**config.mk**
```make
export PLATFORM = sky130hd
export DESIGN_NAME = inst_fetch_resp
export DESIGN_NICKNAME = d
export VERILOG_FILES = /design/src/rtl/inst_fetch_resp_pkg.sv /design/src/rtl/inst_fetch_resp_line_buf.sv /design/src/rtl/inst_fetch_resp.sv
export SDC_FILE = /design/constraint.sdc
export NUM_CORES = 1
export LEC_CHECK = 0
export CAP_MARGIN = 10
export CORE_MARGIN = 3
export CORE_UTILIZATION = 25
export CTS_CLUSTER_SIZE = 30
export DETAILED_ROUTE_END_ITERATION = 12
export GPL_TIMING_DRIVEN = 0
export MAX_ROUTING_LAYER = met4
export REMOVE_ABC_BUFFERS = 1
export SYNTH_ARGS = -nofsm -noshare
export SYNTH_HDL_FRONTEND = slang
export SYNTH_SLANG_ARGS = --single-unit
export TNS_END_PERCENT = 30
```
**constraint.sdc**
```tcl
create_clock -name clk -period 5.2 [get_ports clk]
set_clock_uncertainty 0.1 [all_clocks]
set_input_delay 1.3 -clock clk [delete_from_list [all_inputs] [get_ports clk]]
set_output_delay 1.3 -clock clk [all_outputs]
set_load 0.02 [all_outputs]
```
**src/rtl/inst_fetch_resp_pkg.sv**
```systemverilog
// Shared widths, constants and FSM encoding for the
// instruction-fetch responder.
package inst_fetch_resp_pkg;

  localparam int INST_ADDR_W = 32;
  localparam int INST_W      = 32;
  localparam int TAG_W       = INST_ADDR_W - 2;

  localparam logic [INST_W-1:0] ZERO_WORD = '0;
  localparam logic [INST_W-1:0] NOP       = ZERO_WORD;

  localparam logic STOP    = 1'b1;
  localparam logic NO_STOP = 1'b0;

  typedef enum logic [1:0] {
    S_IDLE  = 2'd0,
    S_WAIT  = 2'd1,
    S_DRAIN = 2'd2
  } fetch_state_t;

endpackage

```
**src/rtl/inst_fetch_resp_line_buf.sv**
```systemverilog
// One-entry fetch line buffer: word tag, data and valid bit,
// with a combinational tag compare against the lookup address.
module inst_fetch_resp_line_buf
  import inst_fetch_resp_pkg::*;
(
  input  logic              clk,
  input  logic              rst,
  input  logic              fill,
  input  logic [TAG_W-1:0]  fill_tag,
  input  logic [INST_W-1:0] fill_data,
  input  logic [TAG_W-1:0]  tag,
  output logic              hit,
  output logic [INST_W-1:0] data
);

  logic             buf_valid;
  logic [TAG_W-1:0] buf_addr;

  // capture a returned word (or a NOP on abort) with its tag
  always_ff @(posedge clk or negedge rst) begin
    if (!rst) begin
      buf_valid <= 1'b0;
      buf_addr  <= '0;
      data      <= ZERO_WORD;
    end else if (fill) begin
      buf_valid <= 1'b1;
      buf_addr  <= fill_tag;
      data      <= fill_data;
    end
  end

  assign hit = buf_valid & (buf_addr == tag);

endmodule

```
**src/rtl/inst_fetch_resp.sv**
```systemverilog
// Instruction-fetch responder: serves the PC from a one-entry
// buffer, otherwise fetches over a req/ack port with timeout.
module inst_fetch_resp
  import inst_fetch_resp_pkg::*;
#(
  parameter int TIMEOUT_CYCLES = 255,
  parameter int CNT_W          = 8
) (
  input  logic                   clk,
  input  logic                   rst,
  input  logic                   ce,
  input  logic [INST_ADDR_W-1:0] pc,
  input  logic                   flush,
  output logic [INST_W-1:0]      inst,
  output logic                   stallreq,
  output logic                   inst_adel,
  output logic                   bus_err,
  output logic                   mem_req,
  output logic [INST_ADDR_W-1:0] mem_addr,
  input  logic [INST_W-1:0]      mem_rdata,
  input  logic                   mem_ack
);

  localparam logic [CNT_W-1:0] TMO = CNT_W'(TIMEOUT_CYCLES);

  fetch_state_t      state;
  fetch_state_t      state_n;
  logic [CNT_W-1:0]  cnt;
  logic [TAG_W-1:0]  req_addr;
  logic              aligned;
  logic              buf_hit;
  logic              hit;
  logic              miss;
  logic              timed_out;
  logic              fill;
  logic [INST_W-1:0] fill_data;
  logic [INST_W-1:0] buf_data;

  assign aligned   = (pc[1:0] == 2'b00);
  assign hit       = ce & aligned & buf_hit;
  assign miss      = ce & aligned & ~buf_hit;
  assign timed_out = (cnt == TMO);

  inst_fetch_resp_line_buf u_buf (
    .clk       (clk),
    .rst       (rst),
    .fill      (fill),
    .fill_tag  (req_addr),
    .fill_data (fill_data),
    .tag       (pc[INST_ADDR_W-1:2]),
    .hit       (buf_hit),
    .data      (buf_data)
  );

  // state register
  always_ff @(posedge clk or negedge rst) begin
    if (!rst) state <= S_IDLE;
    else      state <= state_n;
  end

  // next state: ack beats flush, flush beats timeout
  always_comb begin
    state_n = state;
    unique case (state)
      S_IDLE:  if (miss) state_n = S_WAIT;
      S_WAIT: begin
        if (mem_ack)        state_n = S_IDLE;
        else if (flush)     state_n = S_DRAIN;
        else if (timed_out) state_n = S_IDLE;
      end
      S_DRAIN: if (mem_ack || timed_out) state_n = S_IDLE;
      default: state_n = S_IDLE;
    endcase
  end

  // buffer fill and abort pulse, only while a live request waits
  always_comb begin
    fill      = 1'b0;
    fill_data = mem_rdata;
    bus_err   = 1'b0;
    unique case (state)
      S_WAIT: begin
        if (mem_ack) begin
          fill = 1'b1;
        end else if (!flush && timed_out) begin
          fill      = 1'b1;
          fill_data = NOP;
          bus_err   = 1'b1;
        end
      end
      default: ;
    endcase
  end

  // request flop, latched address and per-state timeout counter
  always_ff @(posedge clk or negedge rst) begin
    if (!rst) begin
      mem_req  <= 1'b0;
      req_addr <= '0;
      cnt      <= '0;
    end else begin
      mem_req <= (state_n == S_WAIT);
      if (state == S_IDLE && miss)
        req_addr <= pc[INST_ADDR_W-1:2];
      if (state_n != state)
        cnt <= '0;
      else if (state != S_IDLE)
        cnt <= cnt + CNT_W'(1);
    end
  end

  assign inst      = hit ? buf_data : ZERO_WORD;
  assign inst_adel = ce & ~aligned;
  assign stallreq  = (miss | (ce & aligned & (state == S_DRAIN)))
                     ? STOP : NO_STOP;
  assign mem_addr  = (state == S_WAIT) ? {req_addr, 2'b00}
                                       : {pc[INST_ADDR_W-1:2], 2'b00};

endmodule

```
Word level (Yosys, flattened, before mapping) --
Cells that the tools add are included.
Operators by class: add/sub/neg operators 1, equal/unequal tests 6, multiplexer cells 19, bitwise operators 9, reduce and logical (&&, ||, !) cells 8
Operator list (count):
- $mux 32 | 5
- $eq 30x30->1 | 1
- $mux 8 | 2
- $mux 2 | 5
- $add 8x1->8 const B | 1
- $eq 8x8->1 const B | 1
- $and 1x1->1 | 6
- $mux 1 | 6
- $pmux 2 s3 | 1
- $eq 2x1->1 const B | 2
- $logic_not 2->1 | 2
- $reduce_bool 2->1 | 2
- $eq 2x2->1 const B | 1
- $logic_and 1x1->1 | 2
- $ne 2x2->1 | 1
- $not 1->1 | 2
- $logic_not 1->1 | 1
- $logic_or 1x1->1 | 1
- $or 1x1->1 | 1
Storage, ports and cells: flip-flop bits (word level) 104, logic and storage cells 50

Logic depth before layout (Yosys ltp) --
Gate-level depths: netlist (run 1).
depth after elaboration 8, mapped depth 7, mapped depth without buffers 6

By module --
Synthesis (run 1) repeated with hierarchy kept, for this count alone.
Second synthesis, totals: cell total of the unflattened synthesis 480, area, all modules 5338.9 µm²
Modules (own cells, without submodules):
- inst_fetch_resp | times used 1, cells an instance 307, area an instance 2693.8 µm², seq. area each 1026.0 µm²
- inst_fetch_resp_line_buf | times used 1, cells an instance 173, area an instance 2645.0 µm², seq. area each 1576.5 µm²

Least setup slack after synthesis (run 1) --
OpenSTA, ideal clock, no wires.
path type input to output, start point in pc[18], end point out inst[10], arrival time 2747 ps, slack 1053 ps, cell stages on the path 6, path buffers 1, cell sequence xnor2_1 > nand4_1 > or4_1 > nor3_4 > buf_6 > and2_1
On the way: cells in the longest elaborated chain, start to end 4
RTL lines:
- start: declaration | line inst_fetch_resp.sv:12 | input logic [INST_ADDR_W-1:0] pc,
- $eq 30x30->1 | line inst_fetch_resp_line_buf.sv:32 | assign hit = buf_valid & (buf_addr == tag);
- $and 1x1->1 | line inst_fetch_resp_line_buf.sv:32
- $and 1x1->1 | line inst_fetch_resp.sv:40 | assign hit = ce & aligned & buf_hit;
- $mux 32 | line inst_fetch_resp.sv:112 | assign inst = hit ? buf_data : ZERO_WORD;
- end: declaration | line inst_fetch_resp.sv:14 | output logic [INST_W-1:0] inst,
Every way passes these cells.

Worst setup path in the final report (run 1) --
start point in pc[9], end point out inst[3]
Same word-level chain as after synthesis.

==> impl_metrics.yaml, run 1 <==
sta:
  setup_violations: 0
  fmax_ghz: 0.195
  max_slew_margin: 0.363
  rsz0062_at_grt: "yes"
  hold_viol: 0
  tightestPinTransition_ns: 0.955
  hold_slack_ns: 0.370
  fin_crit_sh: 0.984
  fin_crit_ns: 5.12
  slew_viol_final: 0
setup_path:
  endpoint: "inst[3]"
  max_stage_delay_ns: 0.66
  worst-setup-path-type: "primary input to primary output"
  cp_top_family: "simple AND/OR/NAND/NOR gates"
  ff2ff_setup_slack_ns: 2.45
  startpoint: "pc[9]"
  reg2reg_from: "u_buf.buf_addr[16]"
  r2r_end: "req_addr[0]"
  critPathLaunchType: "primary input"
  critPathBufInv: 3
  cp_slowest_cell: "or4_4"
  critPathMaxFanout: 16
  path_cells: "clkdlybuf4s50_1 -> xnor2_1 -> nand4_1 -> or4_4 -> nor3_4 -> buf_12 -> and2_1 -> dlygate4sd2_1"
  cp.required_ns: 3.80
  cp_num_cells: 8
  worst-r2r-cell-count: 7
  cp.arrival_ns: 3.72
  critPathCaptureType: "primary output"
logic_synthesis:
  synthFlopType: "dfrtp_1"
  synth-edff-count: 0
  ys_warn_count: 0
  synth_xor_xnor_area_share: 0.0551
  synth_top_family_by_area: "simple AND/OR/NAND/NOR gates"
  synth_top_area_frac: 0.512
  ys_ff_latch: 104
  synthAdderAreaFrac: 0.00246
  yosysUniqueCellTypes: 38
  synthArstFlopShare: 1.00
  syn_avg_cell_area_um2: 11.2
  synthCells: 453
  yosysSeqAreaShare: 0.512
  syn_area_um2: 5080
  synthTopCellsByArea: "dfrtp_1 51%, mux2_2 7.5%, nand2_1 7.3%, mux2_4 5.9%, a22o_1 5.5%"
  yosys.area.top_type: "dfrtp_1"
  synth_compound_area_frac: 0.0825
  muxShareOfSynthArea: 0.148
  synth_simple_gate_area_frac: 0.169
run_status:
  outcome: "completed"
pwr:
  leakage_uw: 0.00314
  vdd_drop_max_mv: 0.144
  p_per_area_nw_per_um2: 347
  finalPower_uw: 2460
floorplan:
  core.rowCount: 51
  io_pins: 137
  die_height_um: 149
  coreArea_um2: 19700
  initial_core_util: 0.258
  die_area_um2: 22100
  die_w_um: 149
final_layout:
  final_area_um2: 7080
  drive_gt1_frac: 0.158
  fin_nets: 656
  area_delta_synth_final_pct: 39.3
  antenna_cells: 0
cts:
  cts_tree: "built"
  clk_root_buffer_cell: "clkbuf_16"
  cts_max_path_buffers: 2
  clk_latency_ns: 0.35
  ctsHtreeMaxLevel: 3
  path_clk_slew_ns: 0.07
  numCtsBuffers: 9
  cts.sinks: 104
placement:
  place_area_um2: 6770
  io_buffers: 134
  place.gp.congestion: 0.733
  hpwl_mm: 9.04
flow_run:
  max-cap-violations: 0
routing:
  ant_nets: 0
  vias: 3829
  wl_mm: 13.2
  detail_route.wl_per_cell_um: 15.4
  viasPerCell: 4.48
  detail_route.iter0.violations: 105
  drtPass1Iterations: 4
  drcViolationCount: 0
global_routing:
  grt_antenna_before_repair: 0
  first_global_vias: 3986
  grt_max_degree: 59
  grt.overflow.total: 0
  grt_use_total: 0.125
  grt_pass1_wl_mm: 21.3
hold_path:
  min_path_type: "register to register"
  hold_path_depth: 1
final cells by class:
class                           count  area [um^2]
Clock buffer                       10          229
Clock inverter                      5         33.8
Fill cell                        1957        12600
Inverter                            1         3.75
Multi-Input combinational cell    325         2370
Sequential cell                   104         2600
Tap cell                          265          332
Timing Repair Buffer              145         1510
layer usage:
layer  track usage  vias to the layer above  wire length, um
li1              -                     1807                -
met1         0.156                     1896             6060
met2         0.200                      113             6200
met3        0.0372                       13              712
met4        0.0342                        0              206
met5             -                        -                0
worst min path at each step:
| stage | start | endpoint |
|---|---|---|
| floorplan | u_buf.buf_valid | u_buf.buf_valid |
| global placement | u_buf.buf_valid | u_buf.buf_valid |
| detailed placement | u_buf.buf_valid | u_buf.buf_valid |
| CTS | u_buf.buf_valid | u_buf.buf_valid |
| global route | u_buf.buf_valid | u_buf.buf_valid |
| finish | u_buf.buf_valid | u_buf.buf_valid |
logic make-up after synthesis:
group / count (synthesis)
AOI/OAI and AO/OA: 51
adders and majority gates: 1
other: 1
xor gates and xnor gates: 32
buffers and inverters: 26
and+or+nand+nor: 178
muxes: 60
DFF: 104
synthesized netlist by cell type (2+ instances only):
master	n
nor2_1	10
nand4_1	8
mux2_4	20
and3_1	2
nand2_1	99
dfrtp_1	104
mux2_1	6
nor2b_1	5
o21ai_0	9
nor3_1	4
buf_6	6
nand2b_1	2
xnor2_1	32
nor4_2	2
mux2_2	34
and2_1	37
a21o_1	2
buf_4	2
nand3_1	4
clkbuf_1	14
a22o_1	32
buf_2	3
power by group:
part / total (uW) / internal (uW) / switching [uW]
sequential: 1200 / 1050 / 149
combinational: 633 / 391 / 241
clock: 628 / 323 / 305
state kept, by name, indices dropped and copies added, names as in the netlist:
signal,count
state,2
u_buf.buf_addr,30
u_buf.buf_valid,1
u_buf.data,32
req_addr,30
cnt,8
mem_req,1
layout by cell type (no fill, tap or decap), drive strengths merged, types with 8 or more instances in the layout:
master         netlist  final
clkdlybuf4s15        0     13
buf                 11     12
dfrtp              104    104
nand4                8      8
clkbuf              14     12
nor2                10     10
dlygate4sd2          0     17
mux2                60     60
and2                37     37
clkdlybuf4s50        0    101
nand2               99     99
a22o                32     32
o21ai               10     10
xnor2               32     32
through the flow:
step	cells	setup TNS [ns]	worst slack, ns	utilization
3_3_place_gp	828	-213.57	-1.31	0.335
3_5_place_dp	835	-23.99	-0.789	0.343
6_report	855	0	0.0818	0.359
4_1_cts	854	0	0.0477	0.357
5_1_grt	855	-0.0320	-0.0320	0.359
2_1_floorplan	429	0	0.899	-
what timing repair did:
| item | in CTS | in global routing |
|---|---|---|
| resized for setup | 34 | 17 |
| buffers inserted | 3 | 0 |
| gates cloned | 1 | 0 |
| pin swaps | 4 | 1 |
| endpoints found under the setup margin | 32 | 17 |
| hold buffers | 0 | 0 |
No activity file was read; power rests on OpenSTA's default activity.
==> run 2: changes to the inputs <==
--- a/config.mk
+++ b/config.mk
@@ -12,6 +12,7 @@
 export DETAILED_ROUTE_END_ITERATION = 12
 export GPL_TIMING_DRIVEN = 0
 export MAX_ROUTING_LAYER = met4
+export PLACE_DENSITY = 0.45
 export REMOVE_ABC_BUFFERS = 1
 export SYNTH_ARGS = -nofsm -noshare
 export SYNTH_HDL_FRONTEND = slang
==> impl_metrics.yaml, run 2 (synthesized netlist as in run 1, its figures left out) <==
run_status:
  outcome: "completed"
final_layout:
  drive_gt1_frac: 0.157
  regMostFlops: "u_buf.data"
  fill_cells: 1969
  instances_no_fill: 856
  fin_nets: 657
  final_common_cell: "dfrtp_1"
  antenna_cells: 0
  final_util: 0.361
  area_delta_synth_final_pct: 40.2
  largest_reg_flops: 32
  top_regs: "u_buf.data x32, req_addr x30, u_buf.buf_addr x30"
  layout_common_cells: "104 x dfrtp_1, 100 x clkdlybuf4s50_1, 99 x nand2_1"
sta:
  fin_crit_sh: 0.978
  max_slew_margin: 0.451
  hold_viol: 0
  slew_viol_final: 0
  fin_crit_ns: 5.09
  setup_violations: 0
  setup_slack_ns: 0.112
  tightestPinTransition_ns: 0.823
  rsz0062_at_grt: "yes"
  fmax_ghz: 0.197
placement:
  dp_slack_ns: -0.842
  place.gp.congestion: 0.744
  hpwl_mm: 9.30
  io_buffers: 134
  post-place-cells: 835
pwr:
  finalPower_uw: 2570
  p_per_area_nw_per_um2: 360
  leakage_uw: 0.00323
  vdd_drop_max_mv: 0.152
floorplan:
  die_height_um: 149
  core.rowCount: 51
  coreArea_um2: 19700
  initial_core_util: 0.258
  die_area_um2: 22100
  die_w_um: 149
  io_pins: 137
routing:
  ant_nets: 0
  drtPass1Iterations: 4
  drcViolationCount: 0
  detail_route.iter0.violations: 124
  viasPerCell: 4.39
  vias: 3758
  wl_mm: 13.5
  detail_route.wl_per_cell_um: 15.8
cts:
  cts.sinks: 104
  cts_hold_buffers: 0
  clk_latency_ns: 0.36
  path_clk_slew_ns: 0.07
  numCtsBuffers: 9
  clk_root_buffer_cell: "clkbuf_16"
  cts_tree: "built"
  cts_max_path_buffers: 2
  ctsHtreeMaxLevel: 3
global_routing:
  grt.overflow.total: 0
  grt_max_degree: 56
  first_global_vias: 3969
  grt_antenna_before_repair: 0
  grt_pass1_wl_mm: 21.7
  grt_use_total: 0.129
setup_path:
  critPathLaunchType: "primary input"
  cp.arrival_ns: 3.69
  critPathCaptureType: "primary output"
  worst-setup-path-type: "primary input to primary output"
  startpoint: "pc[25]"
  critPathMaxFanout: 16
  reg2reg_from: "u_buf.buf_addr[13]"
  cp.required_ns: 3.80
hold_path:
  min_path_type: "register to register"
  min_from: "u_buf.buf_valid"
flow_run:
  max-cap-violations: 0
[run 2: cell count changes in the layout (fill, tap and decap cells not counted), moves of 2 or more]
| cell | change |
|---|---|
| buf_16 | -2 |
| bufinv_16 | +2 |
| dlygate4sd2_1 | +12 |
| buf_8 | +2 |
| clkdlybuf4s15_1 | -10 |
| clkbuf_2 | -2 |
[run 2: critical path, cell delays in order]
cell and delay, ns:
clkdlybuf4s50_1 0.52, xnor2_1 0.13, nand4_1 0.21, or4_4 0.64
nor3_4 0.23, buf_12 0.17, and2_1 0.14, dlygate4sd2_1 0.33
[run 2: through the flow]
stage / instance area (um^2) / hold slack, ns / setup TNS [ns]
floorplan: 4940 / 0.334 / 0
global placement: 6610 / 0.352 / -254.51
detailed placement: 6760 / 0.358 / -26.07
CTS: 7100 / 0.376 / 0
global route: 7130 / 0.409 / -0.00270
finish: 7130 / 0.372 / 0
[run 2: layer usage]
metal  vias up  global-route usage  wire (um)
met1      1821               0.166       6430
li1       1817                   -          -
met4         0              0.0263        106
met2       111               0.204       6220
met5         -                   -          0
met3         9              0.0378        769
[run 2: power by group]
| part | total, uW | switching (uW) | leakage [uW] | internal [uW] |
|---|---|---|---|---|
| logic | 638 | 243 | 0.00180 | 395 |
| registers | 1200 | 148 | 0.00128 | 1050 |
| clock network | 731 | 311 | 0.000149 | 421 |
| total | 2570 | 702 | 0.00323 | 1860 |
[run 2: worst paths after layout]
path / cells after the start / slack, ns / end
setup / recovery: 8 / 0.11 / inst[22]
hold / removal: 1 / 0.37 / u_buf.buf_valid
setup reg to reg: 8 / 2.47 / req_addr[27]
hold reg to reg: 1 / 0.37 / u_buf.buf_valid
max in group asynchronous: 2 / 3.42 / req_addr[5]
min in group asynchronous: 1 / 0.87 / u_buf.data[0]
[run 2: area by class of cell]
class	count	area (um^2)	share of cell area
clock buffer	10	229	0.0321
clock inverter	5	81.3	0.0114
inverter	1	3.75	0.000527
multi-input combinational	325	2370	0.333
sequential	104	2600	0.365
tap	265	332	0.0465
timing repair buffer	146	1500	0.211
[run 2: timing repair]
item                                    CTS  global route
cloned                                    1             0
endpoints found under the setup margin   32             5
buffers inserted                          4             0
pin swaps                                 5             0
resized for setup                        35             4
